==> src/rtl/mem_access_ctrl_pkg.sv <==
// mem_access_ctrl_pkg
// Shared definitions for the MEM-stage memory access controller: funct3
// encodings of the RV32 loads/stores, FSM state encoding, the parked
// write address and a decode helper that turns funct3 into an access size.
// No ports; imported by mem_access_ctrl and mem_load_ext.

package mem_access_ctrl_pkg;

  // funct3 encodings, shared by loads and stores (stores use only B/H/W)
  localparam logic [2:0] F3_B  = 3'b000;
  localparam logic [2:0] F3_H  = 3'b001;
  localparam logic [2:0] F3_W  = 3'b010;
  localparam logic [2:0] F3_BU = 3'b100;
  localparam logic [2:0] F3_HU = 3'b101;

  // Address shown to the RAM write port while no write is happening, chosen
  // so the RAM's same-address write->read bypass can never hit a real read.
  localparam logic [31:0] PARK_ADDR_DEF = 32'hFFFF_FFFC;

  typedef enum logic [1:0] {
    IDLE   = 2'd0,
    RMW_RD = 2'd1,
    RMW_WR = 2'd2
  } state_e;

  typedef enum logic [1:0] {
    SZ_BYTE = 2'd0,
    SZ_HALF = 2'd1,
    SZ_WORD = 2'd2,
    SZ_NONE = 2'd3
  } size_e;

  // Unsigned variants only exist for loads; any other code is "no access".
  function automatic size_e decodeSize(input logic isStore, input logic [2:0] f3);
    size_e sz;
    case (f3)
      F3_B:    sz = SZ_BYTE;
      F3_H:    sz = SZ_HALF;
      F3_W:    sz = SZ_WORD;
      F3_BU:   sz = isStore ? SZ_NONE : SZ_BYTE;
      F3_HU:   sz = isStore ? SZ_NONE : SZ_HALF;
      default: sz = SZ_NONE;
    endcase
    return sz;
  endfunction

endpackage

==> src/rtl/mem_access_ctrl_load_ext.sv <==
// mem_load_ext
// Combinational load extender: picks the byte/halfword addressed by the low
// address bits out of a RAM word and sign- or zero-extends it.
// Ports:
//   funct3_i   in  3       load type (LB/LH/LW/LBU/LHU)
//   byte_off_i in  2       addr[1:0] of the load
//   word_i     in  DATA_W  RAM word
//   data_o     out DATA_W  extended load result

module mem_load_ext
  import mem_access_ctrl_pkg::*;
#(
  parameter int DATA_W = 32
) (
  input  logic [2:0]        funct3_i,
  input  logic [1:0]        byte_off_i,
  input  logic [DATA_W-1:0] word_i,
  output logic [DATA_W-1:0] data_o
);

  logic [7:0]  byteSel;
  logic [15:0] halfSel;

  // Lane select; halfword lane ignores addr[0] (misaligned halves never reach here)
  always_comb begin
    byteSel = word_i[{byte_off_i, 3'b000} +: 8];
    halfSel = word_i[{byte_off_i[1], 4'b0000} +: 16];
    data_o  = word_i;
    case (funct3_i)
      F3_B:    data_o = {{(DATA_W-8){byteSel[7]}}, byteSel};
      F3_BU:   data_o = {{(DATA_W-8){1'b0}}, byteSel};
      F3_H:    data_o = {{(DATA_W-16){halfSel[15]}}, halfSel};
      F3_HU:   data_o = {{(DATA_W-16){1'b0}}, halfSel};
      default: data_o = word_i;
    endcase
  end

endmodule

==> src/rtl/mem_access_ctrl.sv <==
// mem_access_ctrl
// MEM-stage access controller for a word-wide synchronous-write RAM with a
// combinational read port. Loads and aligned word stores complete in one
// cycle; byte/half stores do a read-modify-write over three cycles
// (IDLE -> RMW_RD -> RMW_WR), stalling the pipeline for the first two.
// Misaligned accesses are flagged and suppressed.
// Ports:
//   clk_100MHz  in   1       clock
//   arst_n      in   1       async active-low reset
//   mem_req_i   in   1       memory instruction valid in MEM
//   mem_we_i    in   1       1=store, 0=load
//   funct3_i    in   3       access type
//   addr_i      in   ADDR_W  byte address
//   wdata_i     in   DATA_W  store data
//   r_ena_o     out  1       RAM read enable
//   r_addr_o    out  ADDR_W  RAM read address (0 when idle)
//   r_data_i    in   DATA_W  RAM read data, same cycle
//   w_ena_o     out  1       RAM write enable
//   w_addr_o    out  ADDR_W  RAM write address (PARK_ADDR when idle)
//   w_data_o    out  DATA_W  RAM write word
//   load_data_o out  DATA_W  extended load result
//   stall_o     out  1       pipeline hold
//   misalign_o  out  1       misaligned access flag

module mem_access_ctrl
  import mem_access_ctrl_pkg::*;
#(
  parameter int                DATA_W    = 32,
  parameter int                ADDR_W    = 32,
  parameter logic [ADDR_W-1:0] PARK_ADDR = ADDR_W'(PARK_ADDR_DEF)
) (
  input  logic              clk_100MHz,
  input  logic              arst_n,
  input  logic              mem_req_i,
  input  logic              mem_we_i,
  input  logic [2:0]        funct3_i,
  input  logic [ADDR_W-1:0] addr_i,
  input  logic [DATA_W-1:0] wdata_i,
  output logic              r_ena_o,
  output logic [ADDR_W-1:0] r_addr_o,
  input  logic [DATA_W-1:0] r_data_i,
  output logic              w_ena_o,
  output logic [ADDR_W-1:0] w_addr_o,
  output logic [DATA_W-1:0] w_data_o,
  output logic [DATA_W-1:0] load_data_o,
  output logic              stall_o,
  output logic              misalign_o
);

  state_e            state_q, state_d;
  logic [DATA_W-1:0] merge_q, merge_d;

  size_e             accSize;
  logic              accLegal;
  logic              accMisaligned;
  logic              reqActive;
  logic [ADDR_W-1:0] wordAddr;
  logic [DATA_W-1:0] extData;
  logic [DATA_W-1:0] laneMerged;

  // Outputs are combinational, so reset has to gate the request directly to
  // keep every output quiet while arst_n is low.
  assign reqActive     = mem_req_i & arst_n;
  assign accSize       = decodeSize(mem_we_i, funct3_i);
  assign accLegal      = (accSize != SZ_NONE);
  assign accMisaligned = ((accSize == SZ_HALF) && addr_i[0]) ||
                         ((accSize == SZ_WORD) && (addr_i[1:0] != 2'b00));
  assign wordAddr      = {addr_i[ADDR_W-1:2], 2'b00};

  mem_load_ext #(
    .DATA_W(DATA_W)
  ) uLoadExt (
    .funct3_i  (funct3_i),
    .byte_off_i(addr_i[1:0]),
    .word_i    (r_data_i),
    .data_o    (extData)
  );

  // The pipeline is held during the RMW, so addr_i/wdata_i are still the
  // store's operands when the new lane is written into the captured word.
  always_comb begin
    laneMerged = merge_q;
    if (accSize == SZ_BYTE) begin
      laneMerged[{addr_i[1:0], 3'b000} +: 8] = wdata_i[7:0];
    end else begin
      laneMerged[{addr_i[1], 4'b0000} +: 16] = wdata_i[15:0];
    end
  end

  // Next state and all outputs. Dropping mem_req_i mid-RMW means the store
  // was squashed, so the FSM abandons it without writing.
  always_comb begin
    state_d     = state_q;
    merge_d     = merge_q;
    r_ena_o     = 1'b0;
    r_addr_o    = '0;
    w_ena_o     = 1'b0;
    w_addr_o    = PARK_ADDR;
    w_data_o    = '0;
    load_data_o = '0;
    stall_o     = 1'b0;
    misalign_o  = 1'b0;
    if (!reqActive) begin
      state_d = IDLE;
    end else begin
      case (state_q)
        IDLE: begin
          if (accLegal && accMisaligned) begin
            misalign_o = 1'b1;
          end else if (accLegal && !mem_we_i) begin
            r_ena_o     = 1'b1;
            r_addr_o    = wordAddr;
            load_data_o = extData;
          end else if (accLegal && (accSize == SZ_WORD)) begin
            w_ena_o  = 1'b1;
            w_addr_o = wordAddr;
            w_data_o = wdata_i;
          end else if (accLegal) begin
            stall_o  = 1'b1;
            r_ena_o  = 1'b1;
            r_addr_o = wordAddr;
            merge_d  = r_data_i;
            state_d  = RMW_RD;
          end
        end
        RMW_RD: begin
          stall_o = 1'b1;
          merge_d = laneMerged;
          state_d = RMW_WR;
        end
        RMW_WR: begin
          w_ena_o  = 1'b1;
          w_addr_o = wordAddr;
          w_data_o = merge_q;
          state_d  = IDLE;
        end
        default: state_d = IDLE;
      endcase
    end
  end

  // State and merge buffer; reset discards any half-finished RMW.
  always_ff @(posedge clk_100MHz or negedge arst_n) begin
    if (!arst_n) begin
      state_q <= IDLE;
      merge_q <= '0;
    end else begin
      state_q <= state_d;
      merge_q <= merge_d;
    end
  end

endmodule

==> config.mk <==
export PLATFORM = sky130hd
export DESIGN_NAME = mem_access_ctrl
export DESIGN_NICKNAME = d
export VERILOG_FILES = /design/src/rtl/mem_access_ctrl_pkg.sv /design/src/rtl/mem_access_ctrl_load_ext.sv /design/src/rtl/mem_access_ctrl.sv
export SDC_FILE = /design/constraint.sdc
export NUM_CORES = 1
export LEC_CHECK = 0
export ABC_AREA = 1
export BUFFER_PORTS_ARGS = -buffer_cell sky130_fd_sc_hd__buf_2
export CAP_MARGIN = 5
export CORE_MARGIN = 5
export CORE_UTILIZATION = 40
export DETAILED_ROUTE_END_ITERATION = 16
export HOLD_SLACK_MARGIN = 0.02
export MAX_ROUTING_LAYER = met4
export PLACE_DENSITY = 0.8
export SYNTH_ARGS = -nofsm -noshare
export SYNTH_HDL_FRONTEND = slang
export SYNTH_SLANG_ARGS = --single-unit
==> constraint.sdc <==
create_clock -name clk_100MHz -period 2.5 [get_ports clk_100MHz]
set_input_delay 0.125 -clock clk_100MHz [delete_from_list [all_inputs] [get_ports clk_100MHz]]
set_output_delay 0.125 -clock clk_100MHz [all_outputs]
set_load 0.01 [all_outputs]
==> results of run 1 <==
-- metal layers --
layer	global-route usage (%)	vias up
li1	-	3270
met3	2.242	38
met1	38.02	3061
met5	-	-
met2	43.32	350
met4	5.052	0
-- placed cells by master, fill, tap and decap left out, drive strengths merged --
cell         netlist  layout
a21boi             1       1
a21oi             80      80
and2               1       1
buf               57     249
bufinv             0       1
clkbuf            17       7
conb               1       4
dfrtp             34      34
dlygate4sd3        0       1
ha                 4       4
inv               67      67
nand2            259     259
nand3            151     151
nand4             27      27
nor2             129     129
nor3              13      13
o211ai            23      23
o21ai             10      10
o221ai             3       3
o22ai              4       4
or2                1       1
-- sequential cells by signal, indices dropped and copies added, names as in the netlist --
| name | count |
|---|---|
| merge_q | 32 |
| state_q | 2 |
-- power by group through the flow --
stage	Combinational, mW	Clock (mW)	Sequential (mW)
2_1_floorplan	0.539	0	0.762
3_3_place_gp	0.787	0	0.776
3_5_place_dp	0.792	0	0.780
4_1_cts	0.796	0.695	0.772
5_1_grt	0.884	0.724	0.791
6_report	0.803	0.687	0.772
-- worst register-to-register path: cells and delay by family, from the launching register on --
family / cells / cell delay, ns
DFF: 1 / 0.44
buffers and inverters: 3 / 0.36
and+or+nand+nor: 7 / 0.96
-- worst max-delay path by stage --
| stage | start | end | slack (ns) | depth (start not counted) |
|---|---|---|---|---|
| after floorplan | addr_i[1] | load_data_o[0] | 0.43 | 13 |
| after global placement | funct3_i[1] | load_data_o[18] | 0.36 | 9 |
| after detailed placement | funct3_i[1] | r_addr_o[13] | 0.35 | 10 |
| after CTS | arst_n | load_data_o[0] | 0.23 | 10 |
| after global routing | arst_n | load_data_o[2] | 0.07 | 10 |
| final | arst_n | load_data_o[0] | 0.26 | 10 |
-- kinds of logic (layout without fill, tap and decap cells) --
logic type | after synthesis | in the layout | synth area share [%]
flops | 34 | 34 | 16.63
compound gates | 121 | 121 | 13.80
buf+inv | 141 | 325 | 14.75
other cells | 1 | 4 | 0.07332
fa+ha+maj | 4 | 4 | 0.9785
simple gates | 581 | 581 | 53.77
-- through the flow --
| stage | hold slack [ns] | instance area (sq um) | utilization (%) | worst slack [ns] |
|---|---|---|---|---|
| after CTS | 0.2229 | 6326 | 50.33 | 0.2317 |
| after detailed placement | -0.03740 | 6153 | 48.96 | 0.3534 |
| final | 0.2123 | 6326 | 50.33 | 0.2612 |
| after global routing | 0.2179 | 6326 | 50.33 | 0.07424 |
| after floorplan | -0.1706 | 5126 | - | 0.4330 |
| after global placement | -0.03498 | 6153 | 48.96 | 0.3571 |
-- final cells by class --
type | instances | area [sq um] | share of cell area (%)
Sequential cell | 34 | 850.8 | 13.45
Clock buffer | 7 | 132.6 | 2.097
Timing Repair Buffer | 250 | 1316 | 20.81
Inverter | 67 | 256.5 | 4.055
Multi-Input combinational cell | 710 | 3525 | 55.72
Clock inverter | 1 | 30.03 | 0.4747
Tap cell | 172 | 215.2 | 3.402
==> results.cfg, run 1 <==
[status]
outcome = complete, no violations

[power]
peakVddDrop_uv = 195.6
power_frac_comb_pct = 35.5
power.leakage_nw = 3.217
power_mw = 2.262
power_density_nw_per_um2 = 357.6
switching_share_pct = 36.84
p_clk_share_pct = 30.4
p_int_mw = 1.429
p_sw_uw = 833.5
p_seq_share_pct = 34.1

[placed_design]
dpl.cell_count = 1232
gp_congestion = 1.008
port_buffers = 230
dp_hpwl_um = 16510

[sta]
slew_headroom_pct = 52.20
final_hold_viol_count = 0
fin_worst_skew_ns = 0.003873
finalCritPeriodShare_pct = 89.55
worst_pin_slew_ns = 0.7163
rsz0062_at_grt = no
tns_ns = 0
layout_min_cycle_time_ns = 2.239
setup_viol = 0
drv_slew = 0
fmax_ghz = 0.4467

[synthesis]
synthFlopType = dfrtp_1
synth_common_cells = nand2_1 (249), nand3_1 (128), nor2_1 (117)
yosysUniqueCellTypes = 36
async_reset_ff_share_pct = 100.0
synth.yosys.seq_area_share_pct = 16.63
yosys_warnings = 0
syn_area_per_cell_sq_um = 5.799
yosysMostFrequentCell = nand2_1
synth_largest_area_cell = nand2_1
netlist_instances = 882
synth_top_cell_area_share_pct = 18.27
ys_seq_elements = 34
syn_area_sq_um = 5115
synth_edf_count = 0
synth.area.top_cells = nand2_1 (18%), dfrtp_1 (17%), nand3_1 (13%)

[clock_tree]
cts_root_buffer = clkbuf_16
cts_sinks = 34
clkLatencyLatePin_ns = 0.28
path_clk_slew_ns = 0.05
h-tree-depth = 2
tritoncts = yes
cts_setup_buffers = 0
cts_made_buffers = 5
clockBufferDepth = 2
cts_hold_buf = 1
ctsResizeCount = 0

[setup_path]
r2r-start = state_q[0]
start_kind = input pin
slowest_stage = dlygate4sd3_1
cp-end-kind = primary output
r2r_slack_ns = 0.69
crit_arrival_ns = 2.11
rr_worst_depth = 10
critPathTopFamily = buffers and inverters
cp_max_fo = 20
path_cells = dlygate4sd3_1 > buf_2 > nand2_1 > buf_4 > nor2_2 > inv_2 > nor2_8 > nand2_2 > nor3_1 > buf_2
cp_data_required_time_ns = 2.38
cp_common_cell = buf_2
path_buf_inv = 5
critPathKind = input pin to primary output
r2r-end = merge_q[16]
critical_path.max_stage_delay_ns = 0.52

[flow_run]
cap_violations = 0

[floorplanning]
fp.dieW_um = 123.1
core_area_sq_um = 12570
die-area_sq_um = 15150
num_rows = 41
die_h_um = 123.1
ios = 235
start_util_pct = 40.70

[route]
first_pass_iters = 5
vias_per_cell = 5.414
top_layer_used = met4
drtIter0Drc = 663
drc = 0
totalWireLength_um = 20820
dr_total_vias = 6719
wl_per_cell_um = 16.78
wl_met2_um = 9701
m1WireLength_um = 9082
postRouteAntennaNets = 0
dr_wl_met3_um = 1693

[global_route]
grt_max_degree = 48
globalRoute.totalOverflow = 0
gr-usage-all-layers_pct = 27.10
antenna_found_initial = 0
first_global_vias = 5883
grt_pass1_wl_um = 31750

[layout]
insertedDiodeCount = 0
drive_gt1_share_pct = 30.03
fill_cells = 1382
finalNonFillerCells = 1241
area_delta_synth_final_pct = 23.68
nets = 1175

[min_path]
worstHoldPathType = input pin to asynchronous set/reset pin
(Power assumes the default switching activity.)
==> run 2, diff against run 1 <==
--- a/config.mk
+++ b/config.mk
@@ -7,11 +7,12 @@
 export LEC_CHECK = 0
 export ABC_AREA = 1
 export BUFFER_PORTS_ARGS = -buffer_cell sky130_fd_sc_hd__buf_2
-export CAP_MARGIN = 5
+export CAP_MARGIN = 20
 export CORE_MARGIN = 5
 export CORE_UTILIZATION = 40
+export CTS_BUF_LIST = sky130_fd_sc_hd__clkbuf_16
 export DETAILED_ROUTE_END_ITERATION = 16
-export HOLD_SLACK_MARGIN = 0.02
+export HOLD_SLACK_MARGIN = 0.03
 export MAX_ROUTING_LAYER = met4
 export PLACE_DENSITY = 0.8
 export SYNTH_ARGS = -nofsm -noshare
==> results.cfg, run 2 (synthesis gave the netlist of run 1 again) <==
[clock_tree]
tritoncts = yes
cts_sinks = 34
ctsResizeCount = 0
clockBufferDepth = 2
clkLatencyLatePin_ns = 0.28
cts_made_buffers = 5
cts_root_buffer = clkbuf_16
path_clk_slew_ns = 0.05
h-tree-depth = 2

[status]
outcome = complete, no violations

[route]
first_pass_iters = 7
drc = 0
postRouteAntennaNets = 0
drtIter0Drc = 690
wl_per_cell_um = 16.77
vias_per_cell = 5.413
totalWireLength_um = 20820
dr_total_vias = 6718

[global_route]
grt_max_degree = 48
grt_pass1_wl_um = 31750
gr-usage-all-layers_pct = 27.10
globalRoute.totalOverflow = 0
first_global_vias = 5883
antenna_found_initial = 0

[sta]
worst_pin_slew_ns = 0.7206
drv_slew = 0
slew_headroom_pct = 51.91
fin_worst_skew_ns = 0.003729
final_hold_viol_count = 0
fmax_ghz = 0.4473
setup_viol = 0
tns_ns = 0
layout_min_cycle_time_ns = 2.236
finalCritPeriodShare_pct = 89.42
rsz0062_at_grt = no
hold_ws_ns = 0.2106

[layout]
regMostFlops = merge_q
fin_area_sq_um = 6326
nets = 1175
area_delta_synth_final_pct = 23.68
drive_gt1_share_pct = 30.03
largest_register_ff_count = 32
layout_commonest_cell = nand2_1
insertedDiodeCount = 0
fill_cells = 1382
final_cell_mix = nand2_1 (249), buf_2 (230), nand3_1 (128)
reg_top3 = merge_q: 32 flops, state_q: 2 flops
finalNonFillerCells = 1241

[setup_path]
crit_arrival_ns = 2.11
r2r-start = state_q[0]
path_cells = dlygate4sd3_1 > buf_2 > nand2_1 > buf_4 > nor2_2 > inv_2 > nor2_8 > nand2_2 > nor3_1 > buf_2
cp-end-kind = primary output
critPathKind = input pin to primary output
cp_common_cell = buf_2
crit_start = arst_n
cp_max_fo = 20
critical_path_depth = 10
r2r-end = merge_q[16]
rr_worst_depth = 10
setup.worst_path.end = load_data_o[0]
r2r_slack_ns = 0.69
critPathTopFamily = buffers and inverters
slowest_stage = dlygate4sd3_1
critical_path.max_stage_delay_ns = 0.52
path_buf_inv = 5
cp_data_required_time_ns = 2.38
start_kind = input pin

[floorplanning]
ios = 235
num_rows = 41
die_h_um = 123.1
core_area_sq_um = 12570
fp.dieW_um = 123.1
die-area_sq_um = 15150
start_util_pct = 40.70

[power]
power_mw = 2.254
peakVddDrop_uv = 194.0
power.leakage_nw = 3.226
power_density_nw_per_um2 = 356.4

[placed_design]
dpl-instance-area_sq_um = 6153
gp_congestion = 1.008
port_buffers = 230
dp_hpwl_um = 16510
dpl.cell_count = 1232

[min_path]
worstHoldPathType = input pin to asynchronous set/reset pin

[flow_run]
cap_violations = 0
-- run 2: worst min path at each step --
stage	startpoint	end	slack, ns	depth (start not counted)
after global routing	arst_n	state_q[0]	0.22	2
after CTS	arst_n	state_q[0]	0.22	2
after floorplan	arst_n	merge_q[0]	-0.17	0
after global placement	arst_n	state_q[0]	-0.03	1
after detailed placement	arst_n	state_q[0]	-0.04	1
final	arst_n	state_q[0]	0.21	2
-- run 2: power by group --
group / internal (mW) / switching [mW]
Combinational: 0.262 / 0.541
Clock: 0.462 / 0.216
Sequential: 0.696 / 0.0759
Total: 1.42 / 0.834
-- run 2: cell type report --
class	count	area, sq um	area share, %
Inverter	67	256.5	4.055
Clock buffer	5	125.1	1.978
Tap cell	172	215.2	3.402
Clock inverter	3	37.54	0.5934
Timing Repair Buffer	250	1316	20.81
Multi-Input combinational cell	710	3525	55.72
Sequential cell	34	850.8	13.45
-- run 2: repair_timing --
action	CTS	global route
hold buffers	1	0
hold endpoints to repair	34	0
buffers inserted	0	0
-- run 2: metal layers --
metal / vias up / wire length, um / GRT usage (%)
met4: 0 / 343 / 5.052
met1: 3074 / 9113 / 38.02
met2: 342 / 9622 / 43.32
met3: 35 / 1735 / 2.242
li1: 3267 / - / -
met5: - / 0 / -
-- run 2: through the flow --
| step | util [%] | setup WS (ns) |
|---|---|---|
| floorplan | - | 0.4330 |
| global placement | 48.96 | 0.3571 |
| detailed placement | 48.96 | 0.3534 |
| CTS | 50.33 | 0.2317 |
| global route | 50.33 | 0.07424 |
| finish | 50.33 | 0.2644 |
==> run 3, diff against run 2 <==
--- a/config.mk
+++ b/config.mk
@@ -9,12 +9,12 @@
 export BUFFER_PORTS_ARGS = -buffer_cell sky130_fd_sc_hd__buf_2
 export CAP_MARGIN = 20
 export CORE_MARGIN = 5
-export CORE_UTILIZATION = 40
+export CORE_UTILIZATION = 49
 export CTS_BUF_LIST = sky130_fd_sc_hd__clkbuf_16
 export DETAILED_ROUTE_END_ITERATION = 16
 export HOLD_SLACK_MARGIN = 0.03
 export MAX_ROUTING_LAYER = met4
-export PLACE_DENSITY = 0.8
+export PLACE_DENSITY = 0.93
 export SYNTH_ARGS = -nofsm -noshare
 export SYNTH_HDL_FRONTEND = slang
 export SYNTH_SLANG_ARGS = --single-unit
==> results.cfg, run 3 (synthesis gave the netlist of run 1 again) <==
[status]
outcome = complete, no violations

[floorplanning]
core_area_sq_um = 10230
die-area_sq_um = 12580
die_h_um = 112.2
ios = 235
start_util_pct = 49.99
fp.dieW_um = 112.2
num_rows = 37

[clock_tree]
tritoncts = yes
cts_root_buffer = clkbuf_16
h-tree-depth = 2
cts_sinks = 34
cts_setup_buffers = 0
clockBufferDepth = 2
path_clk_slew_ns = 0.05
cts_made_buffers = 5
clkLatencyLatePin_ns = 0.27

[min_path]
hold_depth = 5
worstHoldPathType = input pin to flip-flop

[setup_path]
rr_worst_depth = 8
cp-end-kind = primary output
critPathKind = input pin to primary output
critical_path.max_stage_delay_ns = 0.36
slowest_stage = ha_1
crit_arrival_ns = 2.03
start_kind = input pin
path_cells = buf_2 > inv_2 > ha_1 > inv_2 > nand3_1 > and2_2 > buf_4 > nand2_2 > nor3_2 > buf_2
cp_data_required_time_ns = 2.38
cp_max_fo = 26

[route]
vias_per_cell = 5.667
drtIter0Drc = 954
totalWireLength_um = 20540
first_pass_iters = 8
dr_total_vias = 6818
postRouteAntennaNets = 0
dr_wl_met3_um = 2027
wl_met2_um = 9377
top_layer_used = met4
drc = 0
m1WireLength_um = 8501
wl_per_cell_um = 17.07

[sta]
drv_slew = 0
tns_ns = 0
slew_headroom_pct = 59.64
fin_worst_skew_ns = 0.006515
finalCritPeriodShare_pct = 86.39
worst_pin_slew_ns = 0.6054
fmax_ghz = 0.4630
setup_viol = 0
layout_min_cycle_time_ns = 2.160
hold_ws_ns = 0.2167
final_hold_viol_count = 0
rsz0062_at_grt = no
worst_slack_ns = 0.3402

[power]
power_density_nw_per_um2 = 344.9
power_mw = 2.155
peakVddDrop_uv = 220.9
power.leakage_nw = 3.204

[layout]
drive_gt1_share_pct = 30.08
insertedDiodeCount = 0
largest_register_ff_count = 32
area_delta_synth_final_pct = 22.16
final_cell_mix = nand2_1 (249), buf_2 (230), nand3_1 (128)
regMostFlops = merge_q
fin_area_sq_um = 6248
reg_top3 = merge_q: 32 flops, state_q: 2 flops
layout_commonest_cell = nand2_1
nets = 1174
finalNonFillerCells = 1203
final_util_pct = 61.07

[global_route]
gr-usage-all-layers_pct = 31.36
grt_max_degree = 48
grt_pass1_wl_um = 31630
globalRoute.totalOverflow = 0
antenna_found_initial = 0
first_global_vias = 6012

[placed_design]
dp_hpwl_um = 15850
dpl-instance-area_sq_um = 6081
dp_slack_ns = 0.2604
port_buffers = 230
gp_congestion = 1.033
dpl.cell_count = 1194

[flow_run]
cap_violations = 0
## run 3: cell types whose count changed in the layout (fill, tap and decap cells not counted)
cell and delta:
nand3_2 -1, bufinv_16 -1, buf_8 +1, nand3_4 +1, clkinv_2 +2, buf_12 -1
inv_1 -2, buf_4 -1
## run 3: worst max-delay path: cells and delay by family
kind / cells / cell delay (ns)
buffers and inverters: 5 / 0.79
adder cells (fa/ha/maj): 1 / 0.36
AND/OR/NAND/NOR: 4 / 0.75
## run 3: worst paths after layout
kind                             start  slack [ns]              to
min in group asynchronous       arst_n        0.58     merge_q[27]
hold / removal             r_data_i[1]        0.22      merge_q[1]
hold reg to reg            merge_q[25]        0.47     merge_q[25]
max in group asynchronous       arst_n        1.61     merge_q[23]
setup / recovery             addr_i[0]        0.34  load_data_o[7]
setup reg to reg            state_q[0]        0.63     merge_q[19]
## run 3: metal layers
layer  track usage (%)  vias up
met3             4.313       59
li1                  -     3268
met2             49.23      407
met5                 -        -
met4             8.253        0
met1             42.59     3084
## run 3: cell type report
cell class,instances,area (sq um)
fillers,1050,3983
multi-input cells,710,3532
repair buffers,249,1304
flip-flops and latches,34,850.8
inverters,67,256.5
well taps,136,170.2
clock buffers,5,125.1
clock inverters,2,10.01
## run 3: report_power, final
group	internal, mW	switching, mW
Sequential	0.697	0.0798
Clock	0.359	0.215
Combinational	0.262	0.543
## run 3: what timing repair did
item                       in CTS  in global routing
setup endpoints to repair       0                  1
resized for setup               0                  1
hold endpoints to repair       34                  0
hold buffers                    1                  0
